## src/rtl/noc_reader_vc_sched.sv

```systemverilog
// Output-side VC scheduler for the fabric-port reader.
// Picks a non-empty VC round-robin and drains it packet-atomically into the
// async FIFO write port. Each popped flit returns one credit to the NoC.
// Optional build macro: NOC_READER_SCHED_INTERLEAVE_EN selects flit-level
// round-robin with no packet lock, and o_busy tied low.
module noc_reader_vc_sched #(
    parameter int WIDTH  = 8,
    parameter int NUM_VC = 2
) (
    input  logic                      clk,
    input  logic                      rst,
    input  logic [NUM_VC-1:0]         i_vc_nonempty,
    input  logic [NUM_VC*WIDTH-1:0]   i_vc_flit,
    output logic [NUM_VC-1:0]         o_vc_pop,
    output logic [WIDTH-1:0]          o_data_out,
    output logic                      o_write_en,
    input  logic                      o_ready_in,
    output logic [NUM_VC-1:0]         o_credits_out,
    output logic                      o_busy
);

    localparam int VC_ADDRESS_WIDTH = $clog2(NUM_VC);

    typedef enum logic {StIdle, StLocked} state_e;

    state_e                      state_q, state_d;
    logic [VC_ADDRESS_WIDTH-1:0] rr_ptr_q, rr_ptr_d;
    logic [VC_ADDRESS_WIDTH-1:0] lock_vc_q, lock_vc_d;
    logic [WIDTH-1:0]            data_q, data_d;
    logic                        write_en_q, write_en_d;
    logic [NUM_VC-1:0]           credits_q, credits_d;

    logic [VC_ADDRESS_WIDTH-1:0] cand_vc;
    logic [VC_ADDRESS_WIDTH-1:0] sel_vc;
    logic                        sel_found;
    logic [VC_ADDRESS_WIDTH-1:0] grant_vc;
    logic                        pop_en;
    logic [WIDTH-1:0]            grant_flit;
    logic [NUM_VC-1:0]           pop_onehot;
    logic                        grant_tail;

    function automatic logic [VC_ADDRESS_WIDTH-1:0] next_vc(
        input logic [VC_ADDRESS_WIDTH-1:0] v
    );
        return VC_ADDRESS_WIDTH'((int'(v) + 1) % NUM_VC);
    endfunction

    // Round-robin search: first non-empty VC at or above rr_ptr, wrapping.
    always_comb begin
        sel_found = 1'b0;
        sel_vc    = '0;
        cand_vc   = '0;
        for (int i = 0; i < NUM_VC; i++) begin
            cand_vc = VC_ADDRESS_WIDTH'((int'(rr_ptr_q) + i) % NUM_VC);
            if (!sel_found && i_vc_nonempty[cand_vc]) begin
                sel_found = 1'b1;
                sel_vc    = cand_vc;
            end
        end
    end

    // Grant decision: locked VC owns the port mid-packet, otherwise the
    // round-robin winner. Nothing pops while in reset or when FIFO is not ready.
    always_comb begin
        grant_vc = (state_q == StLocked) ? lock_vc_q : sel_vc;
        if (state_q == StLocked) begin
            pop_en = o_ready_in && !rst && i_vc_nonempty[lock_vc_q];
        end else begin
            pop_en = o_ready_in && !rst && sel_found;
        end
        grant_flit = '0;
        pop_onehot = '0;
        for (int v = 0; v < NUM_VC; v++) begin
            if (grant_vc == VC_ADDRESS_WIDTH'(v)) begin
                grant_flit    = i_vc_flit[v*WIDTH +: WIDTH];
                pop_onehot[v] = pop_en;
            end
        end
        grant_tail = grant_flit[WIDTH-3];
    end

    // Next-state: lock/unlock at packet boundaries, register the output flit.
    always_comb begin
        state_d    = state_q;
        rr_ptr_d   = rr_ptr_q;
        lock_vc_d  = lock_vc_q;
        data_d     = data_q;
        write_en_d = pop_en;
        credits_d  = pop_onehot;
        if (pop_en) begin
            data_d = grant_flit;
`ifdef NOC_READER_SCHED_INTERLEAVE_EN
            rr_ptr_d = next_vc(grant_vc);
`else
            unique case (state_q)
                StIdle: begin
                    if (grant_tail) begin
                        rr_ptr_d = next_vc(grant_vc);
                    end else begin
                        state_d   = StLocked;
                        lock_vc_d = grant_vc;
                    end
                end
                StLocked: begin
                    if (grant_tail) begin
                        state_d  = StIdle;
                        rr_ptr_d = next_vc(lock_vc_q);
                    end
                end
                default: state_d = StIdle;
            endcase
`endif
        end
    end

    // State and output registers with synchronous reset.
    always_ff @(posedge clk) begin
        if (rst) begin
            state_q    <= StIdle;
            rr_ptr_q   <= '0;
            lock_vc_q  <= '0;
            data_q     <= '0;
            write_en_q <= 1'b0;
            credits_q  <= '0;
        end else begin
            state_q    <= state_d;
            rr_ptr_q   <= rr_ptr_d;
            lock_vc_q  <= lock_vc_d;
            data_q     <= data_d;
            write_en_q <= write_en_d;
            credits_q  <= credits_d;
        end
    end

    assign o_vc_pop      = pop_onehot;
    assign o_data_out    = data_q;
    assign o_write_en    = write_en_q;
    assign o_credits_out = credits_q;
`ifdef NOC_READER_SCHED_INTERLEAVE_EN
    assign o_busy = 1'b0;
`else
    assign o_busy = (state_q == StLocked);
`endif

endmodule

```

## config.mk

```make
export PLATFORM = sky130hd
export DESIGN_NAME = noc_reader_vc_sched
export DESIGN_NICKNAME = d
export VERILOG_FILES = /design/src/rtl/noc_reader_vc_sched.sv
export SDC_FILE = /design/constraint.sdc
export NUM_CORES = 1
export LEC_CHECK = 0
export CORE_MARGIN = 2
export CORE_UTILIZATION = 30
export CTS_BUF_LIST = sky130_fd_sc_hd__clkbuf_4 sky130_fd_sc_hd__clkbuf_8
export DETAILED_ROUTE_END_ITERATION = 10
export MAX_ROUTING_LAYER = met4
export SYNTH_ARGS = -nofsm -noshare
export SYNTH_HDL_FRONTEND = slang
export SYNTH_SLANG_ARGS = --single-unit
```

## constraint.sdc

```tcl
create_clock -name clk -period 1.6 [get_ports clk]
set_clock_uncertainty 0.2 [all_clocks]
set_input_delay 0.32 -clock clk [delete_from_list [all_inputs] [get_ports clk]]
set_output_delay 0.32 -clock clk [all_outputs]
set_load 0.02 [all_outputs]
```

==> metrics.md, run 1 <==
| Metric | Value |
|---|---|
| Status | finished, violations left |
| Failing checks | setup timing |
| GRT Resource Usage Total | 0.141 |
| Post-synth top area share | 0.394 |
| RSZ-0062 raised after global routing | yes |
| EDFF count, synth | 0 |
| Drt drc | 0 |
| Die ar. | 2780 µm² |
| Final Instance Area | between 1000 and 1500 µm² |
| Power per standard cell area | around 730 nW/µm² |
| Reg area | approximately 290 µm² |
| Hold-fix buffer count after cts | 0 |
| Worst-Margin Slew | roughly 0.23 ns |
| Layout area overhead | 78.7% |
| Io pins | 35 |
| Worst-Skew Late Latency | 0.27 ns |
| Clock Tree Buf Depth | 2 |
| Row Count | 17 |
| H-tree depth | 1 |
| Rel. slew slack | 0.844 |
| Max-Cap Viols | 0 |
| Critical path class | reg2out |
| Pre-antenna DRT Iters | 4 |
| Antenna violation net count after detailed routing | 0 |
| Worst Path Buf+Inv | 1 |
| Largest net degree at the start of global routing | 20 |
| Unique masters post-synth | 25 |
| Vias in the first global route | between 600 and 700 |
| Area of the multi-input gates | 437 µm² |
| Via count | 677 |
| # fillers | 221 |
| CP max FO | 3 |
| Worst setup margin | -0.289 ns |
| Fin nets | 139 |
| Initial Util | 0.319 |
| Sequential-to-total area share from yosys stat | 0.394 |
| Routed len/inst | 11.4 µm |
| CP Launch Type | flop |
| Critical path cell sequence | mux2i_1, a21oi_2, nor2b_4, and2b_2, buf_6 |
| Root buf cell | clkbuf_4 |
| Post-Syn Nets | 88 |
| CP delay by family, top | flip-flops |
| Worst-path clk slew | about 0.080 ns |
| Hold Vio Cnt, Final | 0 |
| DP Wirelength | 1190 µm |
| LEAKAGE | 0.586 nW |
| Placed Area | roughly 1100 µm² |
| Largest area contributor in the netlist | dfxtp_1 |
| Overall power | 932 µW |
| Layout cells sized above 1 | 0.419 |
| Number of diodes | 0 |
| Critical path required time | about 1.1 ns |
| Port-buffer cells | 34 |
| Synth Register Bits | 14 |
| Via/cell ratio | 4.67 |
| First-pass GRT wire length | 2730 µm |
| CTS tree | built |
| Min cycle time layout | 1.89 ns |
| Initial DRC count | 3 |
| Synthesized area | between 700 and 800 µm² |
| Synth Instances | 67 |
| Worst-path cell with the longest stage delay | dfxtp_2 |
| CTS sink cnt | 14 |
| Slowest stage delay, CP | 0.35 ns |
| Asr flop ratio synth | 0 |
| Top-count cell post-synth | dfxtp_1 |
| Number of buffers created by CTS | 3 |
| Gr ovfl total | 0 |
| Core Area | 2230 µm² |
| Yosys warns | 0 |
| Initial antenna violation count | 0 |
| Die width | 52.7 µm |
| Setup violators final | 8 |
| Die Y | 52.7 µm |
| Crit path DAT | 1.37 ns |
| Top post-synthesis cells by count | dfxtp_1, nor2_1, mux2i_1 |
| Fmax | 0.529 GHz |
| CP Capture Type | output port |
| Dominant synthesized flop cell | dfxtp_1 |
| Max VDD drop | roughly 0.54 mV |
| Pre-CTS setup slack | -0.947 ns |
| Final period util | 1.18 |
| Syn Area/Cell | 10.6 µm² |
| Total wire length | 1660 µm |
| Worst hold path class | in2reg |
| GP Congestion | 0.741 |
| Largest cells by area after synthesis | dfxtp_1, mux2i_1, a211oi_2, nor2_1, a211oi_1 |
| Final max-slew violation count | 0 |
-- power by group --
| group | internal, mW | total (mW) | switching (mW) |
|---|---|---|---|
| sequential | 0.375 | 0.391 | 0.0158 |
| combinational | 0.178 | 0.320 | 0.142 |
| clock | 0.114 | 0.221 | 0.108 |
-- sequential cells by signal (all words and copies together), names as in the netlist --
| name | flops |
|---|---|
| rr_ptr_q | 1 |
| o_busy | 1 |
| lock_vc_q | 1 |
| o_data_out | 8 |
| o_write_en | 1 |
| o_credits_out | 2 |
-- metal layers --
layer,part of all wire,track usage,vias up
li1,-,-,341
met3,0.048,0.0514,2
met2,0.51,0.227,20
met4,0.0078,0.0385,0
met1,0.43,0.167,314
met5,0,-,-
-- path summary, 6_finish.rpt --
path                                            startpoint                          to  slack [ns]  depth (start not counted)
worst max-delay path                lock_vc_q$_SDFFE_PP0P_                 o_vc_pop[1]       -0.29                          5
worst min-delay path                      i_vc_nonempty[1]      lock_vc_q$_SDFFE_PP0P_        0.22                          4
worst max register to register      lock_vc_q$_SDFFE_PP0P_  o_data_out[7]$_SDFFE_PP0P_       -0.07                          7
worst min register to register  o_data_out[3]$_SDFFE_PP0P_  o_data_out[3]$_SDFFE_PP0P_        0.31                          2
-- timing repair --
item                                    CTS  global route
cloned                                    1             0
endpoints found under the setup margin   27            14
hold endpoints to repair                  0             0
setup buffers                             4             0
pin swaps                                 6             1
resized for setup                        45             5
-- final cells by class --
class                      instances  share of cell area
clock buffer                       4              0.0236
inverter                           2             0.00590
multi-input combinational         47               0.343
sequential                        14               0.225
tap                               28              0.0275
timing repair buffer              50               0.375
-- per-stage QoR --
stage	TNS (ns)	cells	util	hold slack (ns)
finish	-0.878	145	0.570	0.225
global route	-1.65	145	0.570	0.258
CTS	-0.913	145	0.563	0.222
detailed placement	-8.41	136	0.513	0.295
global placement	-8.02	136	0.513	0.286
floorplan	-0.0273	67	-	0.208
-- cell families after synthesis --
logic type	synth area share
AO/OA/AOI/OAI	0.255
flip-flops	0.394
buffers and inverters	0.0685
multiplexers	0.127
AND/OR/NAND/NOR	0.156
-- cell usage in the layout (no fill, tap or decap), drive strengths merged, types with 2 or more instances in the layout --
cell type	instances
dlygate4sd2	13
a211oi	8
nor2	10
clkdlybuf4s50	17
clkbuf	4
and2	2
nand2b	2
dfxtp	14
buf	20
and2b	2
a21oi	2
nor2b	2
mux2i	9
inv	2
-- worst min-delay path: cells and delay by family --
family                 cells  cell delay (ns)
multiplexers               1             0.05
AND/OR/NAND/NOR            1             0.05
buffers and inverters      2             0.25
No activity file was read; power rests on OpenSTA's default activity.
==> run 2, diff against run 1 <==
--- a/config.mk
+++ b/config.mk
@@ -5,6 +5,8 @@
 export SDC_FILE = /design/constraint.sdc
 export NUM_CORES = 1
 export LEC_CHECK = 0
+export ABC_AREA = 1
+export ABC_CLOCK_PERIOD_IN_PS = 1600
 export CORE_MARGIN = 2
 export CORE_UTILIZATION = 30
 export CTS_BUF_LIST = sky130_fd_sc_hd__clkbuf_4 sky130_fd_sc_hd__clkbuf_8
==> metrics.md, run 2 <==
| Metric | Value |
|---|---|
| Final period util | 1.10 (-0.0795) |
| Final max-slew violation count | 0 (unchanged) |
| Status | finished, violations left |
| Reg-to-Reg Start | o_busy$_SDFFE_PP0P_ |
| LEAKAGE | 0.642 nW (+9.5%) |
| Vias in the first global route | 714 (+15%) |
| EDFF count, synth | 0 (unchanged) |
| Worst-Skew Late Latency | 0.28 ns (about the same) |
| Yosys warns | 0 (unchanged) |
| CP max FO | 3 (unchanged) |
| Critical path class | reg2out |
| H-tree depth | 1 (unchanged) |
| Top-count cell post-synth | nand2_1 |
| Post-Syn Nets | 124 (+41%) |
| GP Congestion | 0.810 (+9.4%) |
| Internal power | 637 µW (-4.5%) |
| Rel. slew slack | 0.836 (-0.00822) |
| Clock Tree Buf Depth | 2 (unchanged) |
| Pre-antenna DRT Iters | 4 (unchanged) |
| Synthesized area | 742 µm² (+4.2%) |
| Reg-to-Reg End | o_data_out[3]$_SDFFE_PP0P_ |
| Worst Setup SP | rr_ptr_q$_SDFFE_PP0P_ |
| Worst reg-to-reg path cell count | 7 (unchanged) |
| CTS sink cnt | 14 (unchanged) |
| DP Wirelength | 1480 µm (+24%) |
| Hold_ws | 0.247 ns (+0.0220 ns) |
| Unique masters post-synth | 20 (-20%) |
| Worst-path clk slew | 0.09 ns (about the same) |
| Fmax | 0.568 GHz (+7.2%) |
| Worst setup margin | -0.162 ns (+0.127 ns) |
| Antenna violation net count after detailed routing | 0 (unchanged) |
| Max-Cap Viols | 0 (unchanged) |
| Clock power share | 0.291 (+0.054) |
| Layout area overhead | 71.7% |
| Max VDD drop | 0.453 mV (-15%) |
| Overall power | 902 µW (-3.3%) |
| CP Launch Type | flop |
| CP Capture Type | output port |
| Number of diodes | 0 (unchanged) |
| Initial Util | 0.308 (-0.0109) |
| Io pins | 35 (unchanged) |
| CTS tree | built |
| Routed len/inst | 10.2 µm (-11%) |
| Drt drc | 0 (unchanged) |
| Sequential-to-total area share from yosys stat | 0.378 (-0.0159) |
| Via count | 807 (+19%) |
| RSZ-0062 raised after global routing | yes |
| Setup violators final | 2 (-6) |
| Total wire length | 1880 µm (+13%) |
| Worst-Margin Slew | 0.247 ns (+0.0138 ns) |
| Largest cells by area after synthesis | dfxtp_1, nand2_1, a21oi_1, nand2_2, buf_6 |
| Synth Register Bits | 14 (unchanged) |
| Sw Ratio | 0.294 (+0.00940) |
| Synth Instances | 103 (+54%) |
| Power per standard cell area | 708 nW/µm² (-3.4%) |
| Most frequent cells in the layout | nand2_1, clkdlybuf4s50_1, buf_4 |
| Crit path DAT | 1.24 ns (-0.13 ns) |
| Port-buffer cells | 34 (unchanged) |
| Hold wc startpoint | rst |
| Min cycle time layout | 1.76 ns (-0.127 ns) |
| Die Y | 53.7 µm (+1.9%) |
| Syn Area/Cell | 7.20 µm² (-32%) |
| Failing checks | setup timing |
| Die ar. | 2890 µm² (+3.9%) |
| Critical path required time | 1.08 ns (about the same) |
| Die width | 53.7 µm (+1.9%) |
| Largest net degree at the start of global routing | 11 (-45%) |
| Via/cell ratio | 4.36 (-6.6%) |
| Setup_tns | -0.296 ns (+0.582 ns) |
| Root buf cell | clkbuf_4 |
| Number of buffers created by CTS | 3 (unchanged) |
| Sw Pwr | 265 µW (about the same) |
| Asr flop ratio synth | 0 (unchanged) |
| Dominant synthesized flop cell | dfxtp_1 |
| Hold Vio Cnt, Final | 0 (unchanged) |
| Largest area contributor in the netlist | dfxtp_1 |
| Worst hold path class | in2reg |
| R2r setup slk | 0.14 ns (+0.21 ns) |
| Most common cell after layout, fill and taps aside | nand2_1 |
| Gate power share | 0.290 (-0.053) |
| Initial antenna violation count | 0 (unchanged) |
| GRT Resource Usage Total | 0.152 (+0.0102) |
| Seq pwr share | 0.420 (about the same) |
| Top post-synthesis cells by count | nand2_1, dfxtp_1, a21oi_1 |
| Max reg flops | 8 (unchanged) |
| Worst setup endpoint | o_vc_pop[0] |
| Row Count | 18 (+1) |
| Layout cells sized above 1 | 0.297 (-0.122) |
| Core Area | 2410 µm² (+7.9%) |
| Fin nets | 177 (+27%) |
| Gr ovfl total | 0 (unchanged) |
| Initial DRC count | 10 (+7) |
| First-pass GRT wire length | 3040 µm (+12%) |
| Post-synth top area share | 0.378 (-0.0159) |
run 2: cell count changes after synthesis, moves of 2 or more:
cell / previous run / this run
nand2b_1: 2 / 0
and2_2: 2 / 0
a21oi_1: 0 / 7
a211oi_2: 5 / 0
a211oi_1: 3 / 0
inv_1: 2 / 6
nand2_1: 1 / 46
and2b_1: 2 / 0
nand3_2: 0 / 2
nand2_2: 0 / 5
nand2_4: 0 / 2
nor2_1: 10 / 6
nand3_1: 0 / 3
mux2i_1: 9 / 0
run 2: repair_timing:
action | CTS | global route
pin swaps | 2 | 2
resized for setup | 31 | 11
buffers inserted | 1 | 0
hold buffers | 0 | 0
setup endpoints to repair | 22 | 11
run 2: cells by family (layout without fill, tap and decap cells):
logic type / after synthesis / count (layout) / synth area share
AND/OR/NAND/NOR: 69 / 69 / 0.447
flip-flops: 14 / 14 / 0.378
buffers and inverters: 11 / 63 / 0.0944
AO/OA/AOI/OAI: 9 / 9 / 0.0809
run 2: through the flow:
stage,instances,util,cell area [µm²],worst slack (ns)
2_1_floorplan,103,-,746,0.00829
3_3_place_gp,181,0.504,1210,-0.800
3_5_place_dp,181,0.504,1210,-0.809
4_1_cts,186,0.521,1260,-0.180
5_1_grt,185,0.529,1270,-0.240
6_report,185,0.529,1270,-0.162
run 2: critical path, cell delays in order, from the launching register on:
cell and delay (ns):
dfxtp_2 0.33, inv_1 0.05, nand2_1 0.05, nand2_2 0.09
nand2_4 0.06, buf_4 0.14, nor2_4 0.12, buf_6 0.13
run 2: metal layers:
metal  routed length [µm]  track usage  share of wire
met5                    0            -              0
met4                   44       0.0897          0.023
met3                   71       0.0194          0.038
met1                  824        0.190           0.44
met2                  937        0.232           0.50
run 2: layout make-up:
cell class / instances / area, µm²
fillers: 234 / 1140
repair buffers: 51 / 455
multi-input cells: 78 / 422
flip-flops and latches: 14 / 289
well taps: 30 / 37.5
clock buffers: 4 / 36.3
inverters: 8 / 33.8
run 2: how the worst min path moves through the flow:
stage          slack [ns]                          to  cells after the start
2_1_floorplan        0.24       rr_ptr_q$_SDFFE_PP0P_                      2
3_5_place_dp         0.25  o_data_out[2]$_SDFFE_PP0P_                      2
3_3_place_gp         0.25  o_data_out[7]$_SDFFE_PP0P_                      2
6_report             0.25  o_data_out[6]$_SDFFE_PP0P_                      3
4_1_cts              0.27  o_data_out[2]$_SDFFE_PP0P_                      2
5_1_grt              0.27  o_data_out[6]$_SDFFE_PP0P_                      3
run 2: power by group through the flow:
stage	Clock (mW)	Combinational, mW	Sequential [mW]
after floorplan	0	0.111	0.406
after global placement	0	0.264	0.385
after detailed placement	0	0.266	0.386
after CTS	0.270	0.261	0.378
after global routing	0.287	0.285	0.382
final	0.262	0.261	0.379
==> run 3, diff against run 2 <==
--- a/config.mk
+++ b/config.mk
@@ -12,6 +12,7 @@
 export CTS_BUF_LIST = sky130_fd_sc_hd__clkbuf_4 sky130_fd_sc_hd__clkbuf_8
 export DETAILED_ROUTE_END_ITERATION = 10
 export MAX_ROUTING_LAYER = met4
+export SLEW_MARGIN = 20
 export SYNTH_ARGS = -nofsm -noshare
 export SYNTH_HDL_FRONTEND = slang
 export SYNTH_SLANG_ARGS = --single-unit
==> results of run 3 <==
Same layout as run 2: the final DEF is identical, and so are final timing and power.
